--- config.mk ---
export PLATFORM = sky130hd
export DESIGN_NAME = clk_rst_seq_flat
export DESIGN_NICKNAME = d
export VERILOG_FILES = /design/src/rtl/clk_rst_seq_pkg.sv /design/src/rtl/clk_rst_seq_if.sv /design/src/rtl/clk_rst_seq_clk_en_div.sv /design/src/rtl/clk_rst_seq.sv /design/src/flat_wrapper.sv
export SDC_FILE = /design/constraint.sdc
export NUM_CORES = 1
export LEC_CHECK = 0
export CORE_MARGIN = 4
export CORE_UTILIZATION = 65
export CTS_CLUSTER_SIZE = 16
export DETAILED_ROUTE_END_ITERATION = 16
export GPL_TIMING_DRIVEN = 0
export PLACE_DENSITY = 0.85
export SLEW_MARGIN = 10
export SYNTH_ARGS = -nofsm -noshare
export SYNTH_HDL_FRONTEND = slang
export SYNTH_SLANG_ARGS = --single-unit
--- constraint.sdc ---
create_clock -name clk -period 22.7 [get_ports clk]
set_clock_uncertainty 0.1 [all_clocks]
set_input_delay 6.81 -clock clk [delete_from_list [all_inputs] [get_ports clk]]
set_output_delay 6.81 -clock clk [all_outputs]
set_load 0.05 [all_outputs]
--- src/rtl/clk_rst_seq_pkg.sv ---
// Shared types and constants for the PLL lock / reset / clock-enable sequencer.
package clk_rst_seq_pkg;

  localparam int SEQ_STATE_W = 2;
  localparam int LOSS_CNT_W  = 8;

  localparam logic [LOSS_CNT_W-1:0] LOSS_CNT_MAX = '1;

  typedef enum logic [SEQ_STATE_W-1:0] {
    WAIT_LOCK = 2'd0,
    SETTLE    = 2'd1,
    RELEASE   = 2'd2,
    RUN       = 2'd3
  } seq_state_t;

  // Channel-select width; a single channel still gets a 1-bit select.
  function automatic int ch_width(input int num_ch);
    return (num_ch > 1) ? $clog2(num_ch) : 1;
  endfunction

endpackage

--- src/rtl/clk_rst_seq_if.sv ---
// Control/status bundle between the sequencer and its host.
// master: host side (drives lock, divisor writes, loss clear); slave: sequencer side.
interface clk_rst_seq_if
  import clk_rst_seq_pkg::*;
#(
  parameter int NUM_CH = 4,
  parameter int DIV_W  = 16
) ();

  localparam int CH_W = ch_width(NUM_CH);

  logic                  pll_locked;
  logic                  div_wr;
  logic [CH_W-1:0]       div_ch;
  logic [DIV_W-1:0]      div_val;
  logic                  loss_clr;
  logic [NUM_CH-1:0]     rst_out;
  logic [NUM_CH-1:0]     ce;
  logic                  clk_ok;
  logic [SEQ_STATE_W-1:0] seq_state;
  logic [LOSS_CNT_W-1:0] loss_cnt;
  logic                  loss_flag;

  modport master (
    output pll_locked, div_wr, div_ch, div_val, loss_clr,
    input  rst_out, ce, clk_ok, seq_state, loss_cnt, loss_flag
  );

  modport slave (
    input  pll_locked, div_wr, div_ch, div_val, loss_clr,
    output rst_out, ce, clk_ok, seq_state, loss_cnt, loss_flag
  );

endinterface

--- src/rtl/clk_rst_seq_clk_en_div.sv ---
// Per-channel clock-enable divider: counts 0..div and strobes ce on the
// terminal count. A new divisor sits in a shadow register and only becomes
// active at a wrap (or at once while the channel is held in reset), so a
// running period is never cut short.
module clk_en_div #(
  parameter int DIV_W = 16
) (
  input  logic             clk,
  input  logic             rst,
  input  logic             ch_rst,
  input  logic             wr,
  input  logic [DIV_W-1:0] wr_val,
  output logic             ce
);

  logic [DIV_W-1:0] cnt;
  logic [DIV_W-1:0] div_act;
  logic [DIV_W-1:0] div_shadow;
  logic [DIV_W-1:0] div_next;
  logic             wrap;

  // A write landing in the wrap cycle is taken directly so the newest value wins.
  assign div_next = wr ? wr_val : div_shadow;
  assign wrap     = (cnt == div_act);
  assign ce       = ~ch_rst & wrap;

  // Shadow capture, active-divisor transfer and period counter.
  always_ff @(posedge clk or posedge rst) begin
    if (rst) begin
      cnt        <= '0;
      div_act    <= '0;
      div_shadow <= '0;
    end else begin
      if (wr) begin
        div_shadow <= wr_val;
      end
      if (ch_rst || wrap) begin
        cnt     <= '0;
        div_act <= div_next;
      end else begin
        cnt <= cnt + DIV_W'(1);
      end
    end
  end

endmodule

--- src/rtl/clk_rst_seq.sv ---
// PLL lock qualifier and staggered reset / clock-enable sequencer.
// Optional feature macro: CLK_RST_SEQ_LOSS_CNT_EN enables the saturating
// lock-loss counter and sticky loss flag; without it both read as zero.
//
// state     | meaning
// WAIT_LOCK | all channels in reset, waiting for synchronised lock
// SETTLE    | lock seen, counting LOCK_CYC stable cycles
// RELEASE   | deasserting channel resets STAGGER cycles apart
// RUN       | all channels out of reset, clk_ok high
module clk_rst_seq
  import clk_rst_seq_pkg::*;
#(
  parameter int NUM_CH      = 4,
  parameter int DIV_W       = 16,
  parameter int LOCK_CYC    = 1024,
  parameter int STAGGER     = 16,
  parameter int SYNC_STAGES = 2
) (
  input logic          clk,
  input logic          rst,
  clk_rst_seq_if.slave bus
);

  localparam int CH_W     = ch_width(NUM_CH);
  localparam int SETTLE_W = $clog2(LOCK_CYC);
  localparam int REL_W    = $clog2(NUM_CH * STAGGER + 1);

  localparam logic [SETTLE_W-1:0] SETTLE_LAST = SETTLE_W'(LOCK_CYC - 1);
  localparam logic [REL_W-1:0]    REL_LAST    = REL_W'((NUM_CH - 1) * STAGGER);
  localparam logic [NUM_CH-1:0]   CH0_ONLY    = NUM_CH'(1);

  logic [SYNC_STAGES-1:0] sync_q;
  logic                   locked_s;

  seq_state_t             state;
  logic [SETTLE_W-1:0]    settle_cnt;
  logic [REL_W-1:0]       rel_cnt;
  logic [REL_W-1:0]       rel_next;
  logic [NUM_CH-1:0]      rel_mask;
  logic [NUM_CH-1:0]      rst_q;
  logic                   clk_ok_q;

  logic                   div_ch_ok;
  logic [NUM_CH-1:0]      ce_w;

  // Lock synchroniser; every sequencing decision uses the last stage only.
  always_ff @(posedge clk or posedge rst) begin
    if (rst) begin
      sync_q <= '0;
    end else begin
      sync_q <= {sync_q[SYNC_STAGES-2:0], bus.pll_locked};
    end
  end

  assign locked_s = sync_q[SYNC_STAGES-1];

  // Reset pattern for the cycle after the release counter advances:
  // channel i stays in reset until i*STAGGER cycles after RELEASE entry.
  always_comb begin
    rel_next = rel_cnt + REL_W'(1);
    rel_mask = '0;
    for (int i = 0; i < NUM_CH; i++) begin
      rel_mask[i] = (32'(rel_next) < 32'(i * STAGGER));
    end
  end

  // Sequencer FSM with settle/stagger counters and registered outputs.
  always_ff @(posedge clk or posedge rst) begin
    if (rst) begin
      state      <= WAIT_LOCK;
      settle_cnt <= '0;
      rel_cnt    <= '0;
      rst_q      <= '1;
      clk_ok_q   <= 1'b0;
    end else begin
      case (state)
        WAIT_LOCK: begin
          settle_cnt <= '0;
          rel_cnt    <= '0;
          if (locked_s) begin
            state <= SETTLE;
          end
        end
        SETTLE: begin
          if (!locked_s) begin
            state      <= WAIT_LOCK;
            settle_cnt <= '0;
          end else if (settle_cnt == SETTLE_LAST) begin
            state   <= RELEASE;
            rel_cnt <= '0;
            rst_q   <= ~CH0_ONLY;
          end else begin
            settle_cnt <= settle_cnt + SETTLE_W'(1);
          end
        end
        RELEASE: begin
          if (!locked_s) begin
            state      <= WAIT_LOCK;
            settle_cnt <= '0;
            rst_q      <= '1;
            clk_ok_q   <= 1'b0;
          end else if (rel_cnt == REL_LAST) begin
            state    <= RUN;
            clk_ok_q <= 1'b1;
          end else begin
            rel_cnt <= rel_next;
            rst_q   <= rel_mask;
          end
        end
        RUN: begin
          if (!locked_s) begin
            state      <= WAIT_LOCK;
            settle_cnt <= '0;
            rst_q      <= '1;
            clk_ok_q   <= 1'b0;
          end
        end
        default: begin
          state    <= WAIT_LOCK;
          rst_q    <= '1;
          clk_ok_q <= 1'b0;
        end
      endcase
    end
  end

  // Selects that do not name an existing channel are dropped.
  assign div_ch_ok = (32'(bus.div_ch) < 32'(NUM_CH));

  for (genvar g = 0; g < NUM_CH; g++) begin : g_ch
    logic wr_ch;
    assign wr_ch = bus.div_wr & div_ch_ok & (bus.div_ch == CH_W'(g));

    clk_en_div #(
      .DIV_W (DIV_W)
    ) u_div (
      .clk    (clk),
      .rst    (rst),
      .ch_rst (rst_q[g]),
      .wr     (wr_ch),
      .wr_val (bus.div_val),
      .ce     (ce_w[g])
    );
  end

  assign bus.rst_out   = rst_q;
  assign bus.ce        = ce_w;
  assign bus.clk_ok    = clk_ok_q;
  assign bus.seq_state = state;

`ifdef CLK_RST_SEQ_LOSS_CNT_EN
  logic [LOSS_CNT_W-1:0] loss_cnt_q;
  logic                  loss_flag_q;
  logic                  loss_ev;

  // Only a drop out of RUN counts; a clear coinciding with a loss leaves that loss counted.
  assign loss_ev = (state == RUN) && !locked_s;

  // Saturating loss counter and sticky flag.
  always_ff @(posedge clk or posedge rst) begin
    if (rst) begin
      loss_cnt_q  <= '0;
      loss_flag_q <= 1'b0;
    end else if (loss_ev) begin
      loss_flag_q <= 1'b1;
      if (bus.loss_clr) begin
        loss_cnt_q <= LOSS_CNT_W'(1);
      end else if (loss_cnt_q != LOSS_CNT_MAX) begin
        loss_cnt_q <= loss_cnt_q + LOSS_CNT_W'(1);
      end
    end else if (bus.loss_clr) begin
      loss_cnt_q  <= '0;
      loss_flag_q <= 1'b0;
    end
  end

  assign bus.loss_cnt  = loss_cnt_q;
  assign bus.loss_flag = loss_flag_q;
`else
  logic unused_loss_clr;
  assign unused_loss_clr = bus.loss_clr;
  assign bus.loss_cnt    = '0;
  assign bus.loss_flag   = 1'b0;
`endif

endmodule

--- src/flat_wrapper.sv ---
// flat-port wrapper written by rule: the top's interface ports become plain ports
module clk_rst_seq_flat import clk_rst_seq_pkg::*;
#(
  parameter int NUM_CH      = 4,
  parameter int DIV_W       = 16,
  parameter int LOCK_CYC    = 1024,
  parameter int STAGGER     = 16,
  parameter int SYNC_STAGES = 2
)
  (clk, rst, bus_pll_locked, bus_div_wr, bus_div_ch, bus_div_val, bus_loss_clr, bus_rst_out, bus_ce, bus_clk_ok, bus_seq_state, bus_loss_cnt, bus_loss_flag);
  clk_rst_seq_if #(.NUM_CH(NUM_CH), .DIV_W(DIV_W)) bus_i ();
  input logic clk;
  input logic rst;
  input wire logic [$bits(bus_i.pll_locked)-1:0] bus_pll_locked;
  input wire logic [$bits(bus_i.div_wr)-1:0] bus_div_wr;
  input wire logic [$bits(bus_i.div_ch)-1:0] bus_div_ch;
  input wire logic [$bits(bus_i.div_val)-1:0] bus_div_val;
  input wire logic [$bits(bus_i.loss_clr)-1:0] bus_loss_clr;
  output wire logic [$bits(bus_i.rst_out)-1:0] bus_rst_out;
  output wire logic [$bits(bus_i.ce)-1:0] bus_ce;
  output wire logic [$bits(bus_i.clk_ok)-1:0] bus_clk_ok;
  output wire logic [$bits(bus_i.seq_state)-1:0] bus_seq_state;
  output wire logic [$bits(bus_i.loss_cnt)-1:0] bus_loss_cnt;
  output wire logic [$bits(bus_i.loss_flag)-1:0] bus_loss_flag;
  assign bus_i.pll_locked = bus_pll_locked;
  assign bus_i.div_wr = bus_div_wr;
  assign bus_i.div_ch = bus_div_ch;
  assign bus_i.div_val = bus_div_val;
  assign bus_i.loss_clr = bus_loss_clr;
  assign bus_rst_out = bus_i.rst_out;
  assign bus_ce = bus_i.ce;
  assign bus_clk_ok = bus_i.clk_ok;
  assign bus_seq_state = bus_i.seq_state;
  assign bus_loss_cnt = bus_i.loss_cnt;
  assign bus_loss_flag = bus_i.loss_flag;
  clk_rst_seq #(.NUM_CH(NUM_CH), .DIV_W(DIV_W), .LOCK_CYC(LOCK_CYC), .STAGGER(STAGGER), .SYNC_STAGES(SYNC_STAGES)) u_core (.clk(clk), .rst(rst), .bus(bus_i));
endmodule
==> flow_metrics.py <==
metrics = {
    "run_status": {
        "status": "complete, no violations",
    },
    "place": {
        "port_buffers": 32,
        "place_congestion": 0.8789,
        "hpwl_um": 14030,
    },
    "logic_synthesis": {
        "synth_cell_types": 45,
        "yosysWarnings": 0,
        "ys_ff_latch": 218,
        "synth-seq-area-share_pct": 55.21,
        "async_flop_share_pct": 100.0,
        "synthMuxAreaShare_pct": 14.80,
        "syn_inst": 812,
        "yosys.area.top_type": "dfrtp_1",
        "synth_compound_area_share_pct": 3.720,
        "synth_top_family_by_area": "multiplexers",
        "yosys.area_share.simple_pct": 11.77,
        "synth_top_area_share_pct": 54.15,
        "synthFlopType": "dfrtp_1",
        "yosys.area_share.adder_pct": 0.8856,
        "synth_xor_area_share_pct": 10.72,
        "synth_area_leaders": "dfrtp_1 54%, mux2_2 15%, xnor2_1 7.3%",
        "syn_area_per_cell_um2": 12.18,
        "synth_edf_count": 0,
        "synthesis.area_um2": 9889,
    },
    "clocking": {
        "clockBufferDepth": 3,
        "postCtsHoldBufs": 0,
        "htreeDepth": 1,
        "clock-root-buffer": "clkbuf_16",
        "cts.sinks": 218,
        "cts_made_buffers": 23,
        "cts_resized": 0,
        "post_cts_buffers": 0,
        "clk_pin_slew_ns": 0.06,
        "insertion_delay_ns": 0.51,
        "cts_tree": "yes",
    },
    "timing": {
        "grt_setup_unrepaired": "false",
        "maxSlewViolCount": 0,
        "fin_crit_sh_pct": 42.91,
        "setup_viol": 0,
        "hold_viol_final": 0,
        "max-slew-margin-rel_pct": 51.49,
        "tightestPinTransition_ns": 0.7245,
        "holdWs_ns": 0.2565,
        "fmax_mhz": 102.7,
        "finalSetupTns_ns": 0,
        "period_minus_slack_ns": 9.741,
    },
    "floorplanning": {
        "coreArea_um2": 14700,
        "fp.dieW_um": 131.3,
        "dieArea_um2": 17250,
        "start_util_pct": 67.28,
        "die_h_um": 131.3,
        "io_pins": 43,
        "row_count": 44,
    },
    "setup_path": {
        "start_kind": "flop",
        "critPathCaptureType": "primary output",
        "path_cells": "xnor2_1 -> nand4_1 -> nor4b_1 -> buf_4 -> clkdlybuf4s50_1",
        "critPathKind": "flop to primary output",
        "reg2reg_depth": 5,
        "path_depth": 5,
        "slowest_stage": "clkdlybuf4s50_1",
        "path_max_fanout": 4,
        "worstPathRequired_ns": 15.79,
        "slowest_delay_ns": 0.79,
        "worstPathArrival_ns": 2.83,
        "worstPathBufferInverterCount": 2,
        "critical-path-top-delay-family": "buffers and inverters",
    },
    "job": {
        "drv_cap": 0,
    },
    "power": {
        "vdd.ir_drop.worst_mv": 0.08884,
        "p_seq_share_pct": 47.2,
        "switching_power_mw": 0.3557,
        "p_int_mw": 0.8517,
        "p_total_mw": 1.207,
        "p_sw_share_pct": 29.46,
        "p_clk_share_pct": 31.4,
        "power_density_nw_per_um2": 107.1,
        "pwr-share-comb_pct": 21.3,
        "p_leak_nw": 4.993,
    },
    "detailed_routing": {
        "via_per_inst": 5.931,
        "wl_per_cell_um": 19.40,
        "dr.pass1.iters": 4,
        "drt_iter0_drc": 372,
        "vias": 6400,
        "drc_errors": 0,
        "routed_wl_um": 20930,
        "ant_nets": 0,
    },
    "grt": {
        "grt_pass1_wl_um": 35200,
        "grt_start_max_net_pins": 128,
        "overflow": 0,
        "antenna_found_initial": 0,
        "first_global_vias": 6888,
        "gr-usage-all-layers_pct": 24.83,
    },
    "finish": {
        "final_common_cell": "dfrtp_1",
        "n_antenna_cell": 0,
        "num-nets-final": 908,
        "fillers": 891,
        "final_cell_mix": "214 x dfrtp_1, 129 x mux2_2, 82 x xnor2_1",
        "area_growth_pct": 13.99,
        "drive_above_1_share_pct": 23.46,
    },
    "worst_hold_path": {
        "hold_depth": 0,
        "min_path_type": "flop to flop",
    },
}
[worst reg2reg max path: cells and delay by family (launching register included)]
| family | cells | cell delay, ns |
|---|---|---|
| XOR/XNOR | 1 | 0.19 |
| flip-flops | 1 | 0.44 |
| AO/OA/AOI/OAI | 1 | 0.56 |
| multiplexers | 1 | 0.35 |
| buffers and inverters | 1 | 0.23 |
| AND/OR/NAND/NOR | 1 | 0.21 |
[layout make-up]
class	instances	area (µm²)	share of cell area, %
sequential	218	5460	48.44
inverter	10	45.04	0.3996
tap	184	230.2	2.042
clock inverter	13	150.1	1.332
clock buffer	29	618.1	5.483
multi-input combinational	553	4177	37.05
timing repair buffer	33	347.8	3.085
buffer	39	245.2	2.175
[worst paths after layout]
| check | from | end | slack [ns] |
|---|---|---|---|
| worst max-delay path | u_core.g_ch[1].u_div.cnt[12] | bus_ce[1] | 12.96 |
| worst min-delay path | u_core.sync_q[0] | u_core.sync_q[1] | 0.26 |
| worst max register to register | u_core.g_ch[0].u_div.cnt[8] | u_core.g_ch[0].u_div.div_act[6] | 20.49 |
| worst min register to register | u_core.sync_q[0] | u_core.sync_q[1] | 0.26 |
| max in group asynchronous | rst | u_core.g_ch[0].u_div.cnt[4] | 14.76 |
| min in group asynchronous | rst | u_core.g_ch[1].u_div.cnt[8] | 6.73 |
[state kept, by name (all words and copies together), names as in the netlist]
name and flops:
u_core.g_ch.u_div.div_act 64, u_core.bus.seq_state 2, u_core.bus.clk_ok 1, u_core.settle_cnt 10, u_core.sync_q 2, u_core.g_ch.u_div.div_shadow 64, u_core.bus.rst_out 4, u_core.rel_cnt 7
u_core.g_ch.u_div.cnt 64
[per-layer routing]
layer	routed length [µm]	vias to the layer above	share of wire (%)	track usage (%)
met1	8688	3258	42	31.78
met5	0	-	0	0
met3	720	39	3.4	3.555
li1	-	2934	-	-
met4	506	0	2.4	6.593
met2	11020	169	53	44.79
[cell families after synthesis]
| family | count (synthesis) |
|---|---|
| compound gates | 56 |
| xor+xnor | 121 |
| fa+ha+maj | 7 |
| buf+inv | 49 |
| flops | 218 |
| mux | 130 |
| other cells | 1 |
| simple gates | 230 |
[power by group through the flow]
stage	combinational, mW	sequential [mW]	clock [mW]
after floorplan	0.207	0.547	0
after global placement	0.237	0.567	0
after detailed placement	0.253	0.574	0
after CTS	0.260	0.570	0.388
after global routing	0.285	0.581	0.403
final	0.257	0.570	0.380
[metrics by stage]
step / util [%] / instance area, µm² / std cells / worst slack (ns)
4_1_cts: 76.69 / 11270 / 1079 / 12.91
3_3_place_gp: 71.23 / 10470 / 1036 / 7.550
6_report: 76.69 / 11270 / 1079 / 12.96
5_1_grt: 76.69 / 11270 / 1079 / 12.75
3_5_place_dp: 71.47 / 10510 / 1037 / 13.50
2_1_floorplan: - / 9920 / 820 / 9.832
[cell usage after synthesis (2+ instances only)]
cell,number
a21oi_1,17
and2_1,2
a32o_1,2
o21ai_0,16
a22oi_1,2
buf_2,13
clkbuf_1,6
nand3b_1,2
a2bb2oi_1,3
nor3_1,9
dfrtp_1,214
nand2_1,34
buf_6,2
dfstp_2,4
buf_4,18
nor2b_1,8
ha_1,7
xnor2_1,82
a21o_1,4
xor2_1,39
mux2_2,129
or3_1,10
inv_1,10
nor4b_1,5
and4_1,9
nand4_1,27
nand3_1,33
and3_1,15
nor2_1,74
Power figures use the tool's default switching activity.
